$ cat src/rtl/cache_set_controller.sv
// cache_set_controller
// Per-set cache controller: owns the tag/valid array for one NUM_WAYS-way set,
// sequences a single lookup or refill at a time, and drives one-hot hit and
// allocate updates into an external LRU replacement policy.
// Optional feature macro: CACHE_STATS_EN builds saturating 16-bit hit/miss
// counters; when it is not defined hit_count and miss_count are tied to zero.
module cache_set_controller #(
    parameter int NUM_WAYS  = 4,
    parameter int TAG_WIDTH = 20
) (
    input  logic                 clk,
    input  logic                 reset_n,
    input  logic                 req_valid,
    output logic                 req_ready,
    input  logic [TAG_WIDTH-1:0] req_tag,
    input  logic                 flush,
    output logic                 resp_valid,
    input  logic                 resp_ready,
    output logic                 resp_hit,
    output logic [NUM_WAYS-1:0]  resp_way,
    output logic [NUM_WAYS-1:0]  hit_way,
    output logic [NUM_WAYS-1:0]  allocate_way,
    input  logic [NUM_WAYS-1:0]  eviction_target,
    input  logic                 eviction_ready,
    output logic                 mem_req_valid,
    input  logic                 mem_req_ready,
    output logic [TAG_WIDTH-1:0] mem_req_tag,
    output logic                 mem_evict_valid,
    output logic [TAG_WIDTH-1:0] mem_evict_tag,
    input  logic                 mem_fill_valid,
    output logic [15:0]          hit_count,
    output logic [15:0]          miss_count
);

    localparam logic [2:0] S_IDLE      = 3'd0;
    localparam logic [2:0] S_LOOKUP    = 3'd1;
    localparam logic [2:0] S_VICTIM    = 3'd2;
    localparam logic [2:0] S_MISS_REQ  = 3'd3;
    localparam logic [2:0] S_MISS_WAIT = 3'd4;
    localparam logic [2:0] S_ALLOC     = 3'd5;
    localparam logic [2:0] S_RESP      = 3'd6;

    logic [2:0]           r_state;
    logic [NUM_WAYS-1:0]  r_valid;
    logic [TAG_WIDTH-1:0] r_tags [NUM_WAYS];
    logic [TAG_WIDTH-1:0] r_reqTag;
    logic [NUM_WAYS-1:0]  r_victim;
    logic                 r_evict;
    logic [TAG_WIDTH-1:0] r_evictTag;
    logic [NUM_WAYS-1:0]  r_respWay;
    logic                 r_respHit;

    logic [NUM_WAYS-1:0]  w_match;
    logic [NUM_WAYS-1:0]  w_freeWay;
    logic [TAG_WIDTH-1:0] w_targetTag;
    logic                 w_allValid;
    logic                 w_lookupHit;
    logic                 w_lookupMiss;

    // Tag compare of the latched request against every valid way; tags are
    // unique among valid ways, so the result is one-hot0.
    always_comb begin
        w_match = '0;
        for (int i = 0; i < NUM_WAYS; i++) begin
            w_match[i] = r_valid[i] && (r_tags[i] == r_reqTag);
        end
    end

    // Lowest-index invalid way, scanned from the top so the lowest index wins.
    always_comb begin
        w_freeWay = '0;
        for (int i = NUM_WAYS - 1; i >= 0; i--) begin
            if (!r_valid[i]) begin
                w_freeWay    = '0;
                w_freeWay[i] = 1'b1;
            end
        end
    end

    // Tag currently stored in the way the LRU policy nominates for eviction.
    always_comb begin
        w_targetTag = '0;
        for (int i = 0; i < NUM_WAYS; i++) begin
            if (eviction_target[i]) begin
                w_targetTag = w_targetTag | r_tags[i];
            end
        end
    end

    assign w_allValid   = &r_valid;
    assign w_lookupHit  = (r_state == S_LOOKUP) && (|w_match);
    assign w_lookupMiss = (r_state == S_LOOKUP) && !(|w_match);

    // Main sequencer: request acceptance, flush, lookup, victim choice,
    // refill handshake, allocation and response hold.
    always_ff @(posedge clk) begin
        if (!reset_n) begin
            r_state    <= S_IDLE;
            r_valid    <= '0;
            r_reqTag   <= '0;
            r_victim   <= '0;
            r_evict    <= 1'b0;
            r_evictTag <= '0;
            r_respWay  <= '0;
            r_respHit  <= 1'b0;
        end else begin
            case (r_state)
                S_IDLE: begin
                    if (flush) begin
                        r_valid <= '0;
                    end else if (req_valid) begin
                        r_reqTag <= req_tag;
                        r_state  <= S_LOOKUP;
                    end
                end
                S_LOOKUP: begin
                    if (|w_match) begin
                        r_respWay <= w_match;
                        r_respHit <= 1'b1;
                        r_state   <= S_RESP;
                    end else begin
                        r_state <= S_VICTIM;
                    end
                end
                S_VICTIM: begin
                    if (!w_allValid) begin
                        r_victim <= w_freeWay;
                        r_evict  <= 1'b0;
                        r_state  <= S_MISS_REQ;
                    end else if (eviction_ready) begin
                        r_victim   <= eviction_target;
                        r_evict    <= 1'b1;
                        r_evictTag <= w_targetTag;
                        r_state    <= S_MISS_REQ;
                    end
                end
                S_MISS_REQ: begin
                    if (mem_req_ready) begin
                        r_state <= S_MISS_WAIT;
                    end
                end
                S_MISS_WAIT: begin
                    if (mem_fill_valid) begin
                        r_state <= S_ALLOC;
                    end
                end
                S_ALLOC: begin
                    r_valid   <= r_valid | r_victim;
                    r_respWay <= r_victim;
                    r_respHit <= 1'b0;
                    r_state   <= S_RESP;
                end
                S_RESP: begin
                    if (resp_ready) begin
                        r_state <= S_IDLE;
                    end
                end
                default: begin
                    r_state <= S_IDLE;
                end
            endcase
        end
    end

    // Tag array write on allocation; tag contents need no reset because the
    // valid bits qualify them.
    always_ff @(posedge clk) begin
        if (reset_n && (r_state == S_ALLOC)) begin
            for (int i = 0; i < NUM_WAYS; i++) begin
                if (r_victim[i]) begin
                    r_tags[i] <= r_reqTag;
                end
            end
        end
    end

`ifdef CACHE_STATS_EN
    logic [15:0] r_hitCount;
    logic [15:0] r_missCount;

    // Saturating lookup statistics; flush leaves them untouched.
    always_ff @(posedge clk) begin
        if (!reset_n) begin
            r_hitCount  <= '0;
            r_missCount <= '0;
        end else begin
            if (w_lookupHit && (r_hitCount != 16'hFFFF)) begin
                r_hitCount <= r_hitCount + 16'd1;
            end
            if (w_lookupMiss && (r_missCount != 16'hFFFF)) begin
                r_missCount <= r_missCount + 16'd1;
            end
        end
    end

    assign hit_count  = r_hitCount;
    assign miss_count = r_missCount;
`else
    logic w_statsUnused;
    assign w_statsUnused = w_lookupHit ^ w_lookupMiss;
    assign hit_count     = 16'd0;
    assign miss_count    = 16'd0;
`endif

    // Outputs are decoded from the state so every one of them is zero
    // outside the state that owns it.
    assign req_ready       = (r_state == S_IDLE) && !flush;
    assign resp_valid      = (r_state == S_RESP);
    assign resp_hit        = (r_state == S_RESP) && r_respHit;
    assign resp_way        = (r_state == S_RESP) ? r_respWay : '0;
    assign hit_way         = (r_state == S_LOOKUP) ? w_match : '0;
    assign allocate_way    = (r_state == S_ALLOC) ? r_victim : '0;
    assign mem_req_valid   = (r_state == S_MISS_REQ);
    assign mem_req_tag     = (r_state == S_MISS_REQ) ? r_reqTag : '0;
    assign mem_evict_valid = (r_state == S_MISS_REQ) && r_evict;
    assign mem_evict_tag   = ((r_state == S_MISS_REQ) && r_evict) ? r_evictTag : '0;

endmodule
$ cat config.mk
export PLATFORM = sky130hd
export DESIGN_NAME = cache_set_controller
export DESIGN_NICKNAME = d
export VERILOG_FILES = /design/src/rtl/cache_set_controller.sv
export SDC_FILE = /design/constraint.sdc
export NUM_CORES = 1
export LEC_CHECK = 0
export ABC_AREA = 1
export CORE_ASPECT_RATIO = 0.9
export CORE_MARGIN = 3
export CORE_UTILIZATION = 35
export DETAILED_ROUTE_END_ITERATION = 12
export PLACE_DENSITY = 0.62
export SLEW_MARGIN = 40
export SYNTH_ARGS = -nofsm -noshare
export SYNTH_HDL_FRONTEND = slang
export SYNTH_SLANG_ARGS = --single-unit
$ cat constraint.sdc
create_clock -name clk -period 2.1 [get_ports clk]
set_input_delay 0.525 -clock clk [delete_from_list [all_inputs] [get_ports clk]]
set_output_delay 0.525 -clock clk [all_outputs]
set_load 0.01 [all_outputs]
==> metrics.csv <==
stage;metric;value;unit
run_status;status;finished, violations left;
run_status;violations;negative setup slack;
yosys;synthTopCellsByArea;edfxtp_1 35%, dfxtp_1 17%, nand2_1 11%;
power;power_density;848;nW/um^2
routing;vias;6314;
floorplan;die_h;138;um
routing;wl_met2;9940;um
cts;cts-root-buf;clkbuf_16;
cells_and_area;n_fill_cell;1770;
routing;ant_nets;0;
cells_and_area;finalInstanceArea;9570;sq um
routing;wl_met1;9790;um
cells_and_area;layout.nets;1099;
timing;max_freq;0.430;GHz
setup_path;cp.arrival;1800;ps
setup_path;crit_buf_inv;2;
floorplan;fp.dieW;153;um
cells_and_area;syn_to_final_growth;40.8;%
cts;cts_tree;done;
setup_path;cp-end-kind;output pin;
routing;wl;21500;um
min_path;hold_depth;2;
timing;finalHoldViolations;0;
setup_path;r2r_cells;12;
grt;grt_usage;20.1;%
cts;clk_pin_slew;60;ps
yosys;synth-seq-cells;137;
floorplan;start_util;36.3;%
yosys;yosysUniqueCellTypes;35;
yosys;synth_top_area_share;35.4;%
setup_path;crit_chain;inv_2 > nand2_4 > o21ai_1 > nor2_1 > nand2_1 > nor2_2 > nand3_2 > nor2_2 > buf_2;
grt;grt_start_max_net_pins;48;
cts;h-tree-depth;4;
timing;grt_setup_unrepaired;true;
grt;grt_pass1_wl;33000;um
floorplan;core;18700;sq um
routing;drt_iter0_markers;499;
floorplan;io_pins;121;
routing;wl_per_cell;16.2;um
setup_path;crit_type;register to output pin;
cells_and_area;antenna_cells;0;
routing;top_layer;met4;
grt;grt_overflow_total;0;
placed_design;dp.cells;1283;
cts;numCtsBuffers;17;
setup_path;crit_fanout;3;
setup_path;critPathLaunchType;register;
setup_path;crit_slowest_cell;edfxtp_1;
min_path;hp-class;register to register;
yosys;synth-seq-area-share;52.2;%
timing;setup_violations;4;
routing;wl_met3;1530;um
flow_run;max-cap-violations;0;
yosys;synth_area;6790;sq um
yosys;synth_largest_area_cell;edfxtp_1;
timing;fin_skew;8.69;ps
routing;first_pass_iters;5;
floorplan;rows;47;
placed_design;place_area;8830;sq um
placed_design;place_congestion;0.912;
setup_path;slowest_delay;420;ps
setup_path;required;1570;ps
timing;slew_viol_final;0;
cells_and_area;drive_gt1_share;29.0;%
power;ir_worst_vdd;0.567;mV
timing;setup_slack;-227;ps
floorplan;die_area;21100;sq um
timing;final.min_clock_period;2330;ps
power;power_leakage;4.21;nW
placed_design;hpwl;15100;um
cts;ctsHoldBuffers;0;
cells_and_area;instances_no_fill;1325;
setup_path;critical_path_cell_count;9;
power;p_total;0.00811;W
placed_design;port_buffers;88;
setup_path;cp_top_family;simple AND/OR/NAND/NOR gates;
routing;drt-vias-per-instance;4.77;
setup_path;cpMostUsedCell;nor2_2;
timing;post-route-period-util;111;%
grt;antenna_found_initial;0;
yosys;ys_warn_count;0;
cts;insertion_delay;420;ps
cts;cts_sinks;137;
cts;cts_buffer_depth;2;
grt;first_global_vias;5908;
routing;drc;0;
yosys;syn_inst;847;
yosys;synth.avg_cell_area;8.02;sq um
worst min-delay path, stage by stage, from the launching register on:
cell	delay, ps
dfxtp_1	290
inv_1	60
a21oi_1	60
layout by cell type, fill, tap and decap left out, types with 7 or more instances in the layout:
cell type and instances:
conb_1 32, buf_6 9, nand2_1 181, xnor2_1 8, edfxtp_1 80, o21ai_1 9, dfxtp_2 11, dfxtp_1 39
nor2_1 89, inv_1 96, o22ai_1 12, buf_4 120, buf_12 10, clkbuf_2 8, a221oi_1 12, clkbuf_16 17
dfxtp_4 7, o21ai_0 66, clkdlybuf4s50_1 31, nand2_2 20, nor2_2 22, inv_2 25, buf_2 33, a21oi_1 61
dlygate4sd2_1 14, nand3_1 12
registers in the layout, indices dropped and copies added (netlist names):
| register | flops |
|---|---|
| r_tags | 80 |
| r_respWay | 4 |
| r_reqTag | 20 |
| r_evict | 1 |
| r_valid | 4 |
| r_victim | 4 |
| r_state | 3 |
| r_evictTag | 20 |
| r_respHit | 1 |
path summary, 6_finish.rpt:
| check | startpoint | endpoint | slack, ps |
|---|---|---|---|
| min | r_evictTag[10] | r_evictTag[10] | 460 |
| min reg2reg | r_evictTag[10] | r_evictTag[10] | 460 |
| max reg2reg | r_tags[2][19] | r_respWay[2] | 250 |
| max | r_tags[0][3] | hit_way[0] | -230 |
cell type report:
| type | count | area, sq um | share of cell area, % |
|---|---|---|---|
| clock buffer | 21 | 470 | 4.92 |
| sequential | 137 | 3580 | 37.5 |
| tap | 245 | 307 | 3.20 |
| clock inverter | 11 | 120 | 1.26 |
| timing repair buffer | 227 | 1880 | 19.6 |
| multi-input combinational | 559 | 2730 | 28.6 |
| inverter | 125 | 474 | 4.96 |
where the power goes:
group / switching [W] / total [W] / internal, W
sequential: 0.000176 / 0.00327 / 0.00309
combinational: 0.00107 / 0.00186 / 0.000796
clock: 0.00114 / 0.00298 / 0.00184
total: 0.00238 / 0.00811 / 0.00573
what timing repair did:
item                       CTS  global route
pin swaps                   15            24
buffers inserted             3             6
gates resized for setup    200            91
setup endpoints to repair   57            38
cloned                       1             0
cells in the mapped netlist (all sizes together):
cell type / number
a311oi: 1
nor3: 1
nor2: 115
o21ai: 78
nand3: 17
clkinv: 2
a22o: 1
edfxtp: 80
a31oi: 3
clkbuf: 19
a22oi: 1
o2111ai: 1
a221oi: 12
conb: 1
o211ai: 4
o22ai: 12
nand2: 203
o21bai: 1
or2: 3
dfxtp: 57
a21oi: 61
xor2: 5
buf: 38
inv: 123
xnor2: 8
cell families (layout without fill, tap and decap cells):
family          after synthesis  count (layout)  share of synthesized area, %
compound gates              175             175                          14.4
xor+xnor                     13              13                          1.68
buf+inv                     182             384                          12.0
flops                       137             137                          52.2
other cells                   1              32                        0.0552
simple gates                339             339                          19.7
routing by layer:
layer	GRT usage (%)	vias to the layer above
li1	-	3133
met1	27.6	2940
met2	31.8	224
met3	5.06	17
met4	5.25	0
met5	0	-
through the flow:
| step | utilization, % | hold slack [ps] | worst slack, ps | setup TNS (ps) |
|---|---|---|---|---|
| 6_report | 51.2 | 461 | -227 | -724 |
| 3_5_place_dp | 47.2 | 452 | -363 | -1370 |
| 2_1_floorplan | - | 430 | 14.6 | 0 |
| 5_1_grt | 51.2 | 478 | -320 | -1100 |
| 4_1_cts | 51.1 | 461 | -235 | -840 |
| 3_3_place_gp | 47.2 | 441 | -391 | -1340 |
(Power assumes the default switching activity.)
